[config.mk]
export PLATFORM = sky130hd
export DESIGN_NAME = seq_divider
export DESIGN_NICKNAME = d
export VERILOG_FILES = /design/src/rtl/arith_pkg.sv /design/src/rtl/div_step.sv /design/src/rtl/seq_divider.sv
export SDC_FILE = /design/constraint.sdc
export NUM_CORES = 1
export LEC_CHECK = 0
export CORE_AREA = 5 5 66 68
export DETAILED_ROUTE_END_ITERATION = 10
export DIE_AREA = 0 0 71 73
export PLACE_DENSITY = 0.73
export SETUP_SLACK_MARGIN = 0.3
export SLEW_MARGIN = 10
export SYNTH_ARGS = -nofsm -noshare
export SYNTH_HDL_FRONTEND = slang
export SYNTH_SLANG_ARGS = --single-unit
[constraint.sdc]
create_clock -name clk -period 2.4 [get_ports clk]
set_input_delay 0.36 -clock clk [delete_from_list [all_inputs] [get_ports clk]]
set_output_delay 0.36 -clock clk [all_outputs]
set_load 0.01 [all_outputs]
[src/rtl/arith_pkg.sv]
// Shared arithmetic definitions for the non-memory datapath: default operand
// width and the sequential divider state encoding.
package arith_pkg;

  localparam int WIDTH_DEFAULT = 4;

  typedef enum logic [1:0] {
    IDLE = 2'd0,
    CALC = 2'd1,
    DONE = 2'd2
  } div_state_t;

endpackage

[src/rtl/div_step.sv]
// One restoring-division iteration: shift in the next dividend bit, trial
// subtract the divisor, keep the difference only when it does not go negative.
module div_step #(
  parameter int WIDTH = 4
) (
  input  logic [WIDTH-1:0] rem,
  input  logic [WIDTH-1:0] q,
  input  logic [WIDTH-1:0] divisor,
  output logic [WIDTH-1:0] rem_next,
  output logic [WIDTH-1:0] q_next
);

  logic [WIDTH:0] shifted;
  logic [WIDTH:0] diff;

  // The shifted partial remainder can reach 2*divisor-1, so the trial
  // subtraction needs one extra bit; its MSB is the borrow.
  always_comb begin
    shifted = {rem, q[WIDTH-1]};
    diff    = shifted - {1'b0, divisor};
    if (!diff[WIDTH]) begin
      rem_next = diff[WIDTH-1:0];
      q_next   = {q[WIDTH-2:0], 1'b1};
    end else begin
      rem_next = shifted[WIDTH-1:0];
      q_next   = {q[WIDTH-2:0], 1'b0};
    end
  end

endmodule

[src/rtl/seq_divider.sv]
// Multi-cycle unsigned restoring divider with a start/busy/done handshake;
// resolves one quotient bit per clock.
module seq_divider
  import arith_pkg::*;
#(
  parameter int WIDTH = WIDTH_DEFAULT
) (
  input  logic             clk,
  input  logic             rst,
  input  logic             start,
  input  logic [WIDTH-1:0] dividend,
  input  logic [WIDTH-1:0] divisor,
  output logic             busy,
  output logic             done,
  output logic [WIDTH-1:0] quotient,
  output logic [WIDTH-1:0] remainder,
  output logic             div_by_zero
);

  localparam int CNT_W = $clog2(WIDTH + 1);

  div_state_t       state;
  logic [CNT_W-1:0] cnt;
  logic [WIDTH-1:0] divisor_r;
  logic [WIDTH-1:0] q_r;
  // After every restoring step the partial remainder is below the divisor,
  // so its top bit is always zero and only WIDTH bits are kept.
  logic [WIDTH-1:0] rem_r;
  logic [WIDTH-1:0] q_next;
  logic [WIDTH-1:0] rem_next;

  div_step #(
    .WIDTH(WIDTH)
  ) u_step (
    .rem     (rem_r),
    .q       (q_r),
    .divisor (divisor_r),
    .rem_next(rem_next),
    .q_next  (q_next)
  );

  // Working registers carry no reset: they are always reloaded on accept.
  always_ff @(posedge clk) begin
    if (rst) begin
      state       <= IDLE;
      busy        <= 1'b0;
      done        <= 1'b0;
      quotient    <= '0;
      remainder   <= '0;
      div_by_zero <= 1'b0;
      cnt         <= '0;
    end else begin
      case (state)
        IDLE: begin
          done <= 1'b0;
          if (start) begin
            if (divisor == '0) begin
              quotient    <= '1;
              remainder   <= dividend;
              div_by_zero <= 1'b1;
              done        <= 1'b1;
              state       <= DONE;
            end else begin
              divisor_r   <= divisor;
              q_r         <= dividend;
              rem_r       <= '0;
              cnt         <= CNT_W'(WIDTH);
              div_by_zero <= 1'b0;
              busy        <= 1'b1;
              state       <= CALC;
            end
          end
        end
        CALC: begin
          rem_r <= rem_next;
          q_r   <= q_next;
          cnt   <= cnt - CNT_W'(1);
          if (cnt == CNT_W'(1)) begin
            quotient  <= q_next;
            remainder <= rem_next;
            busy      <= 1'b0;
            done      <= 1'b1;
            state     <= DONE;
          end
        end
        DONE: begin
          done  <= 1'b0;
          state <= IDLE;
        end
        default: begin
          busy  <= 1'b0;
          done  <= 1'b0;
          state <= IDLE;
        end
      endcase
    end
  end

endmodule

=== Word level (Yosys, flattened, before mapping) ===
Cells that the tools add are included.

* Flip-flop bits (word level): 28
* Input bits: 11
* Output and inout bits: 11
* Word-level logic and storage cells: 63

* Add/sub/neg operators: 2
* Equal/unequal tests: 7
* Mux-type cells: 31
* Bitwise gates (word level): 3
* Reductions and logical operators: 10

{| class="wikitable"
|+ Operators with widths
! cell !! number
|-
| $mux 4 || 11
|-
| $pmux 4 s2 || 4
|-
| $reduce_and 4->1 || 4
|-
| $ne 2x2->1 const B || 4
|-
| $mux 1 || 7
|-
| $mux 2 || 3
|-
| $mux 3 || 2
|-
| $pmux 3 s2 || 1
|-
| $sub 5x4->5 || 1
|-
| $logic_not 4->1 || 1
|-
| $pmux 2 s2 || 1
|-
| $reduce_and 2->1 || 2
|-
| $eq 3x1->1 const B || 1
|-
| $not 1->1 || 3
|-
| $pmux 1 s3 || 1
|-
| $reduce_and 3->1 || 1
|-
| $sub 3x1->3 const B || 1
|-
| $eq 2x1->1 const B || 1
|-
| $eq 2x2->1 const B || 1
|-
| $logic_not 2->1 || 1
|-
| $pmux 1 s2 || 1
|-
| $reduce_bool 2->1 || 1
|}

=== Depth between registers and ports, before layout ===
Gate-level depths: netlist of the first run.

* Word-level depth: 4
* Gate-level depth with buffers: 8
* Depth with buffers taken out: 8

=== Cells and area by module ===
A second synthesis of the first run with hierarchy kept.

* Cells, all modules: 142
* Area total of the unflattened synthesis: 1,386.3 um2

{| class="wikitable"
|+ By module, submodules not included
! module !! instances !! cells an instance !! area an instance (um2) !! sequential area each (um2)
|-
| seq_divider || 1 || 115 || 1,159.9 || 680.7
|-
| div_step || 1 || 27 || 226.5 || 0.0
|}

=== Worst setup path before layout of the first run ===
No wires, ideal clock.

* Path type: flip-flop to flip-flop
* From: register divisor_r[0]
* To: register remainder[1]
* Setup time: 0.082 ns
* Arrival time: 1.988 ns
* Required time: 2.318 ns
* Setup slack: 0.330 ns
* Stages on the path, launching flop included: 8
* Buffers on the path: 0
* Period minus slack after synthesis: 2.070 ns
* Cell sequence: edfxtp_1 ha_1 fa_1 nand2b_4 a21oi_4 xnor2_2 mux2_2 o221ai_1

* Word-level cells in the longest chain between the ends: 4

{| class="wikitable"
|+ Ends and longest elaborated chain
! what !! RTL line !! text
|-
| start: declaration || seq_divider.sv:24 || <nowiki>logic [WIDTH-1:0] divisor_r;</nowiki>
|-
| start signal: assignment || seq_divider.sv:64 || <nowiki>divisor_r <= divisor;</nowiki>
|-
| $sub 5x4->5 || div_step.sv:20 || <nowiki>diff = shifted - {1'b0, divisor};</nowiki>
|-
| $mux 4 || div_step.sv:21 || <nowiki>if (!diff[WIDTH]) begin</nowiki>
|-
| $mux 4 || seq_divider.sv:78 || <nowiki>if (cnt == CNT_W'(1)) begin</nowiki>
|-
| $pmux 4 s2 || seq_divider.sv:53 || <nowiki>case (state)</nowiki>
|-
| end signal: assignment || seq_divider.sv:59 || <nowiki>remainder <= dividend;</nowiki>
|-
| end signal: assignment || seq_divider.sv:80 || <nowiki>remainder <= rem_next;</nowiki>
|-
| end: declaration || seq_divider.sv:16 || <nowiki>output logic [WIDTH-1:0] remainder,</nowiki>
|}

Every way passes these cells. The select of a mux whose other input is x is not followed.
A chain may end at the register's enable or synchronous reset.

=== Worst setup path in the final report of the first run ===
Same ends and word-level chain as after synthesis.

==> reports/results.txt, run 1 <==
The run gives 2.59 ns as the data required time at the worst endpoint. The area of the placeable core is 0.003799 mm². The register bit count reported by yosys came out at 28.

The repair_antennas step left the layout with diodes totalling 0. STA classifies the critical path startpoint as a register. In this run, distinct cell masters in the synthesized netlist total 38. The tools report the net count after synthesis as 159.

The clock tree buffer depth is 2. The worst pin sits at a relative slew slack of 57.95%. Of all nets on the critical path, the largest fanout is 4.

The logs give 5.092 mm for the first-pass GRT wire length and 19 for the pin count of the biggest net entering global routing. The design draws 1.129 mW. After detailed routing, the number of remaining DRC violations is 0. The tools report the highest clock rate as 473.2 MHz.

The hold buffer count at cts was 0; the width of the chip was 71 µm. The logs give 0 for the max-slew violation count and 2.202 mm for the sum of net half-perimeters after detailed placement. Once routing completed, OpenROAD measured the worst setup slack at 0.2866 ns. The number of I/O pins was 22; the total power divided by cell area was 612.0 mW/mm².

Clock root buffer: clkbuf_8. The run gives 209 as the number of cells after detailed placement. The die outline area was 0.005183 mm². The number of port buffers is 21, and the detailed-route via count is 1097. Setup repair after global routing could not meet its margin everywhere. Via count normalized by instance count: 5.009. The cell taking the most area after synthesis is edfxtp_1. The first TritonRoute pass finished after 4 iterations. The setup TNS after final layout is 0 ns. At the placement stage, the worst setup path has a slack of 0.1002 ns. The portion of the clock cycle consumed by the worst path in the final layout came out at 88.06%.

Once detail routing completed, the nets flagged for antenna violations numbered 0. The final cell count without fillers is 219, and the worst supply voltage drop on vdd is 322.9 µV. The run gives 0.001844 mm² as the finished layout cell area. The top cell types in the final layout, fill and taps aside, are clkdlybuf4s50_1, nor2_1, dfxtp_1, nand2_1, edfxtp_1. The largest individual stage delay along the critical path comes from the cell edfxtp_1.

The number of synthesis warnings was 0; the slew at the pin closest to its max-slew limit was 0.6307 ns. The most common library cell in the layout ignoring fill and taps was clkdlybuf4s50_1. The final number of setup-violating endpoints came out at 0. The tools report the H-tree level count as 1. The cell area reported after detailed placement was 0.001684 mm²; the share of cells above drive strength 1 was 17.75%.

The tools report the via count of the first global-routing pass as 1132. The routed length per instance is 13.93 µm, and the final setup skew is 0.004895 ns. The post-route core utilization is 48.55%.

Number of fill cells in the layout: 361. The startpoint-to-endpoint class of the critical path is reg -> reg. The tools report the nature of the critical path endpoint as a register. In this design, the stage delay of the slowest critical-path cell is 0.40 ns. For the layout net count, the log shows 188. The initial utilization of the core area, before any placement, comes to 37.29%. The logs give 3.050 mm for the wire length reported by the detailed router and 141 for the number of instances in the synthesized netlist.

The y dimension of the die was 73 µm. In this run the mean area of a mapped cell was 10.05 µm². After synthesis the cells add up to 0.001416 mm². In this run, the number of DRC markers left after iteration 0 of detailed routing was 24. The logs give 48.06% for the sequential fraction of the synthesis area and 0 for the total of max-cap violations. For the CTS buffer count, the log shows 3. The area growth from synthesis to final layout is 30.21%. Data arrives at the worst endpoint at 2.31 ns. The share of synthesized area in the top cell type comes to 25.44%. The family with the most delay on the worst path was adder cells. Summed over all layers, the global routing overflow is 0. After clock tree synthesis, the clock-pin slew on the worst setup and hold paths is 0.09 ns. The congestion estimate from routability-driven global placement came to 0.7904.

The min-delay analysis places its worst path in the category reg -> reg. The logs give 23 for the row count and 0.7032 nW for the static power due to leakage. The tools report the clock sink total as 28. The count of final hold-check violations was 0. The run finished with clean final reports. TritonCTS built the clock tree. Global routing consumed, over all layers together, 12.32% of the routing resources.

The clock reaches the later pin of the worst-skew pair after 0.27 ns. The initial antenna violation count was 0. By area the synthesized netlist is led by edfxtp_1, dfxtp_1, nor2_1. The tightest hold path in the finished design has a slack of 0.4638 ns. Together, buffers and inverters on the worst path number 0. Walking the worst path, the cells encountered are ha_2 > fa_2 > nand2b_4 > a21oi_4 > xnor2_4 > mux2_4 > o221ai_2. The worst path in the final design needs a cycle of 2.113 ns, including I/O delays and setup.
## layout make-up
cell class	count	area, µm²	share of cell area [%]
Multi-Input combinational cell	98	718.2	38.94
Sequential cell	28	680.7	36.91
Clock buffer	4	55.05	2.985
Tap cell	50	62.56	3.392
Inverter	9	33.78	1.832
Timing Repair Buffer	30	294.0	15.94
## cell families (layout without fill, tap and decap cells)
kind of cell               count (synthesis)  after routing  share of synthesized area [%]
muxes                                      5              5                          3.710
xor gates and xnor gates                   3              3                          2.386
buffers and inverters                     15             43                          4.328
and+or+nand+nor                           58             58                          21.56
AOI/OAI and AO/OA                         25             25                          13.25
DFF                                       28             28                          48.06
adders and majority gates                  7              7                          6.714
## registers in the layout, indices dropped and copies added, names as in the netlist
signal       cells
busy             1
cnt              3
div_by_zero      1
divisor_r        4
done             1
q_r              4
quotient         4
rem_r            4
remainder        4
state            2
## cell usage after synthesis
master,instances
inv_1,9
a21boi_0,1
nor3b_1,1
nor2_1,22
nor2b_1,3
o21ai_0,4
xnor2_1,1
nand2b_4,1
nand3b_2,1
a31oi_1,1
clkbuf_1,4
a211oi_2,1
a311oi_1,3
buf_4,1
or3b_1,1
nand3b_1,2
fa_1,1
nand2b_1,5
or2_1,1
a21oi_1,7
a211oi_1,3
o221ai_1,2
nor4_2,1
dfxtp_1,16
edfxtp_1,12
mux2i_1,3
nand4b_1,2
ha_1,6
xnor2_2,1
o21bai_1,1
mux2_2,2
xor2_1,1
a21oi_4,2
or3b_2,1
or4_1,1
buf_2,1
nand2_1,13
nand3_1,3
## final timing paths
kind	end	cells after the start	slack, ns	from
setup reg to reg	remainder[1]	7	0.29	divisor_r[0]
setup / recovery	remainder[1]	7	0.29	divisor_r[0]
hold reg to reg	busy	2	0.46	busy
hold / removal	busy	2	0.46	busy
## where the power goes
group	switching (mW)	total (mW)	internal [mW]
registers	0.0230	0.559	0.536
clock network	0.141	0.287	0.147
logic	0.140	0.282	0.142
total	0.304	1.13	0.825
## worst min-delay path: cells and delay by family, from the launching register on
kind	cells	cell delay, ns
compound gates	1	0.05
simple gates	1	0.05
flops	1	0.32
## layer usage
metal	wire length (µm)	up-vias	GRT usage, %
met3	67	11	1.928
met5	0	-	0
met1	1269	517	14.54
met2	1631	21	22.35
met4	82	0	4.802
li1	-	548	-
## what timing repair did
| item | 4_1_cts | 5_1_grt |
|---|---|---|
| buffers inserted | 2 | 4 |
| resized for setup | 6 | 5 |
| pin swaps | 2 | 9 |
| endpoints found under the setup margin | 6 | 10 |
No activity file was read; power rests on OpenSTA's default activity.
==> run 2: changes to the inputs <==
--- a/config.mk
+++ b/config.mk
@@ -5,10 +5,11 @@
 export SDC_FILE = /design/constraint.sdc
 export NUM_CORES = 1
 export LEC_CHECK = 0
-export CORE_AREA = 5 5 66 68
+export CORE_AREA = 5 5 75 77
 export DETAILED_ROUTE_END_ITERATION = 10
-export DIE_AREA = 0 0 71 73
-export PLACE_DENSITY = 0.73
+export DIE_AREA = 0 0 80 82
+export DONT_BUFFER_PORTS = 1
+export PLACE_DENSITY = 0.55
 export SETUP_SLACK_MARGIN = 0.3
 export SLEW_MARGIN = 10
 export SYNTH_ARGS = -nofsm -noshare
==> run 2 against run 1 <==
Effect of this change:
- die area grew 27%
- fmax grew 2.8%
- core utilization shrank 16 points
- combinational power shrank 20%
- sequential cell count is the same
- cell area shrank 13%
- setup slack gained 0.057 ns
- largest cell class unchanged
==> reports/results.txt, run 2 (same netlist as run 1, synthesis figures left out) <==
The layout net count was 163. The y dimension of the die is 82 µm. The critical path goes through inv_2 > ha_2 > fa_2 > nand2b_4 > a21oi_4 > xnor2_4 > mux2_4 > o221ai_2. Leaving out fill and tap cells, the most frequent cells in the layout are nor2_1, dfxtp_1, nand2_1, edfxtp_1, inv_1. STA classifies the critical path startpoint as a register. Once the floorplan was initialized, standard cells occupied 28.64% of the core. The share of cells above drive strength 1 works out to 18.75%. The tools report the pin count of the biggest net entering global routing as 22. Clock tree buffer depth: 2. The tools report the internal portion of total power as 0.7903 mW. The tool flagged a number of max-cap violations equal to 0.

The shortest clock period the worst path allows after layout came out at 2.056 ns. The library cell used most frequently in the layout, excluding fill and tap cells, is nor2_1. For the worst endpoint data arrival time, the log shows 2.25 ns. The flow ran to the end, and the final reports show no timing, DRC or antenna violations. The clock net in this run drives a total of 28 sinks.

CTS placed an instance of clkbuf_8 at the clock tree root. For the number of I/O pins, the log shows 22. The highest metal layer with signal wires is met4.

The highest clock rate is 486.3 MHz. On the worst path, the slowest cell contributes a delay of 0.36 ns. The run gives 1.190 mm as the post-route met1 wirelength. The clock network accounts for 26.7% of the total power. In the global route stage, overall resource usage came out at 10.37%. The analysis attributes to cell leakage a power of 0.6002 nW. The logs give 2.275 mm for the sum of net half-perimeters after detailed placement and 0 for the count of antenna-violating nets left after detailed routing. During placement, the flow inserted port buffers numbering 0. The detailed-routed wire length on met2 is 1.734 mm, and the net switching power figure is 0.2909 mW. The total buffers and inverters traversed by the critical path was 1; the area of the placeable core was 0.004945 mm². Hold repair after CTS inserted 0 buffers. Detailed routing placed a total of 73 µm of wire on met3. Setup repair after global routing could not meet its margin everywhere. The wire length reported by the detailed router was 3.054 mm. The worst setup path is captured at a register.

The worst path uses 85.68% of the clock period. The final number of setup-violating endpoints was 0. Dividing the detail-routed wire length by the instance count gives 14.27 µm.

The number of antenna diodes in the final layout is 0. The path class of the tightest hold or removal check is in -> reg. For the initial antenna violation count, the log shows 0. Row count: 26.

The worst-skew pair later-pin latency is 0.27 ns. The logs give 0 for the max-slew violation count and 1 for the H-tree level count. The run gives 3 as the CTS buffer count.

Measured along the x axis, the die boundary spans 80 µm. For this run, the detailed router's first-pass iteration total came to 4. The clock transition at the registers of the reported paths was 0.09 ns.

Sequential cells burn 52.4% of the power. In the routed design, unresolved DRC markers number 0. The logic gate share of total power came out at 20.9%. The first global-routing pass estimated 5.257 mm of wire. The family with the most delay on the worst path was adder cells. For the final routed database, the setup TNS stands at 0 ns. In this run the worst path has a maximum fanout of 5. TritonCTS built the clock tree.

Among all stages on the critical path, the largest delay is contributed by fa_2. The tools report the count of final hold-check violations as 0. The worst pin sits at a relative slew slack of 51.87%. Of the total power, the share spent switching nets is 26.91%. VDD sags by at most 181.0 µV.

The die covers 0.006560 mm². On the final layout, the worst clock skew is 0.003428 ns. The critical path is of the reg -> reg type. For this block, the initial DRC count from the detailed router was 33.

The via count normalized by instance count came out at 4.631. Compared with the post-synthesis result, the final layout area differs by 13.87%. The tools report the via count of the first global-routing pass as 1085. Global placer's final weighted congestion: 0.8192.

STA puts the critical path data required time at 2.59 ns. For the pin with the worst max-slew slack, the measured transition is 0.7193 ns. The tools report the detailed-route via count as 991. Total power divided by cell area: 670.4 mW/mm².

The total overflow left after global routing is 0. Across all hold checks on the routed design, the worst slack comes to 0.1435 ns.
-- run 2: what timing repair did --
item	in CTS	in global routing
setup buffers	3	1
pin swaps	2	9
endpoints found under the setup margin	6	8
gates resized for setup	7	4
-- run 2: power by group through the flow --
stage	Sequential, mW	Combinational, mW	Clock (mW)
global placement	0.575	0.179	0
floorplan	0.569	0.156	0
finish	0.567	0.226	0.288
detailed placement	0.577	0.184	0
CTS	0.567	0.218	0.297
global route	0.571	0.253	0.316
-- run 2: final cells by class --
cell class / instances / area [µm²]
sequential: 28 / 680.7
tap: 70 / 87.58
inverter: 9 / 33.78
timing repair buffer: 5 / 37.54
multi-input combinational: 98 / 718.2
clock buffer: 4 / 55.05
fill: 534 / 3332
-- run 2: worst reg2reg max path, cell delays in order (launching register included) --
cell and delay [ns]:
edfxtp_1 0.35, inv_2 0.05, ha_2 0.19, fa_2 0.36
nand2b_4 0.16, a21oi_4 0.19, xnor2_4 0.18, mux2_4 0.35
o221ai_2 0.17
-- run 2: per-layer routing --
layer	global-route usage, %	vias up
li1	-	496
met1	10.81	483
met2	19.95	8
met3	1.645	4
met4	5.236	0
met5	0	-
-- run 2: final timing paths --
check / startpoint / endpoint / slack (ns) / cells past startpoint
max: q_r[3] / remainder[1] / 0.34 / 8
max reg2reg: q_r[3] / remainder[1] / 0.34 / 8
min: rst / cnt[0] / 0.14 / 1
min reg2reg: busy / busy / 0.50 / 2
-- run 2: through the flow --
step	cell area [µm²]	instances	total power, mW	setup WS [ns]	utilization [%]
2_1_floorplan	1416	141	0.7248	0.3298	-
3_3_place_gp	1484	206	0.7543	0.2676	30.01
3_5_place_dp	1484	206	0.7611	0.1625	30.01
4_1_cts	1598	213	1.082	0.3062	32.31
5_1_grt	1613	214	1.140	0.2669	32.62
6_report	1613	214	1.081	0.3436	32.62
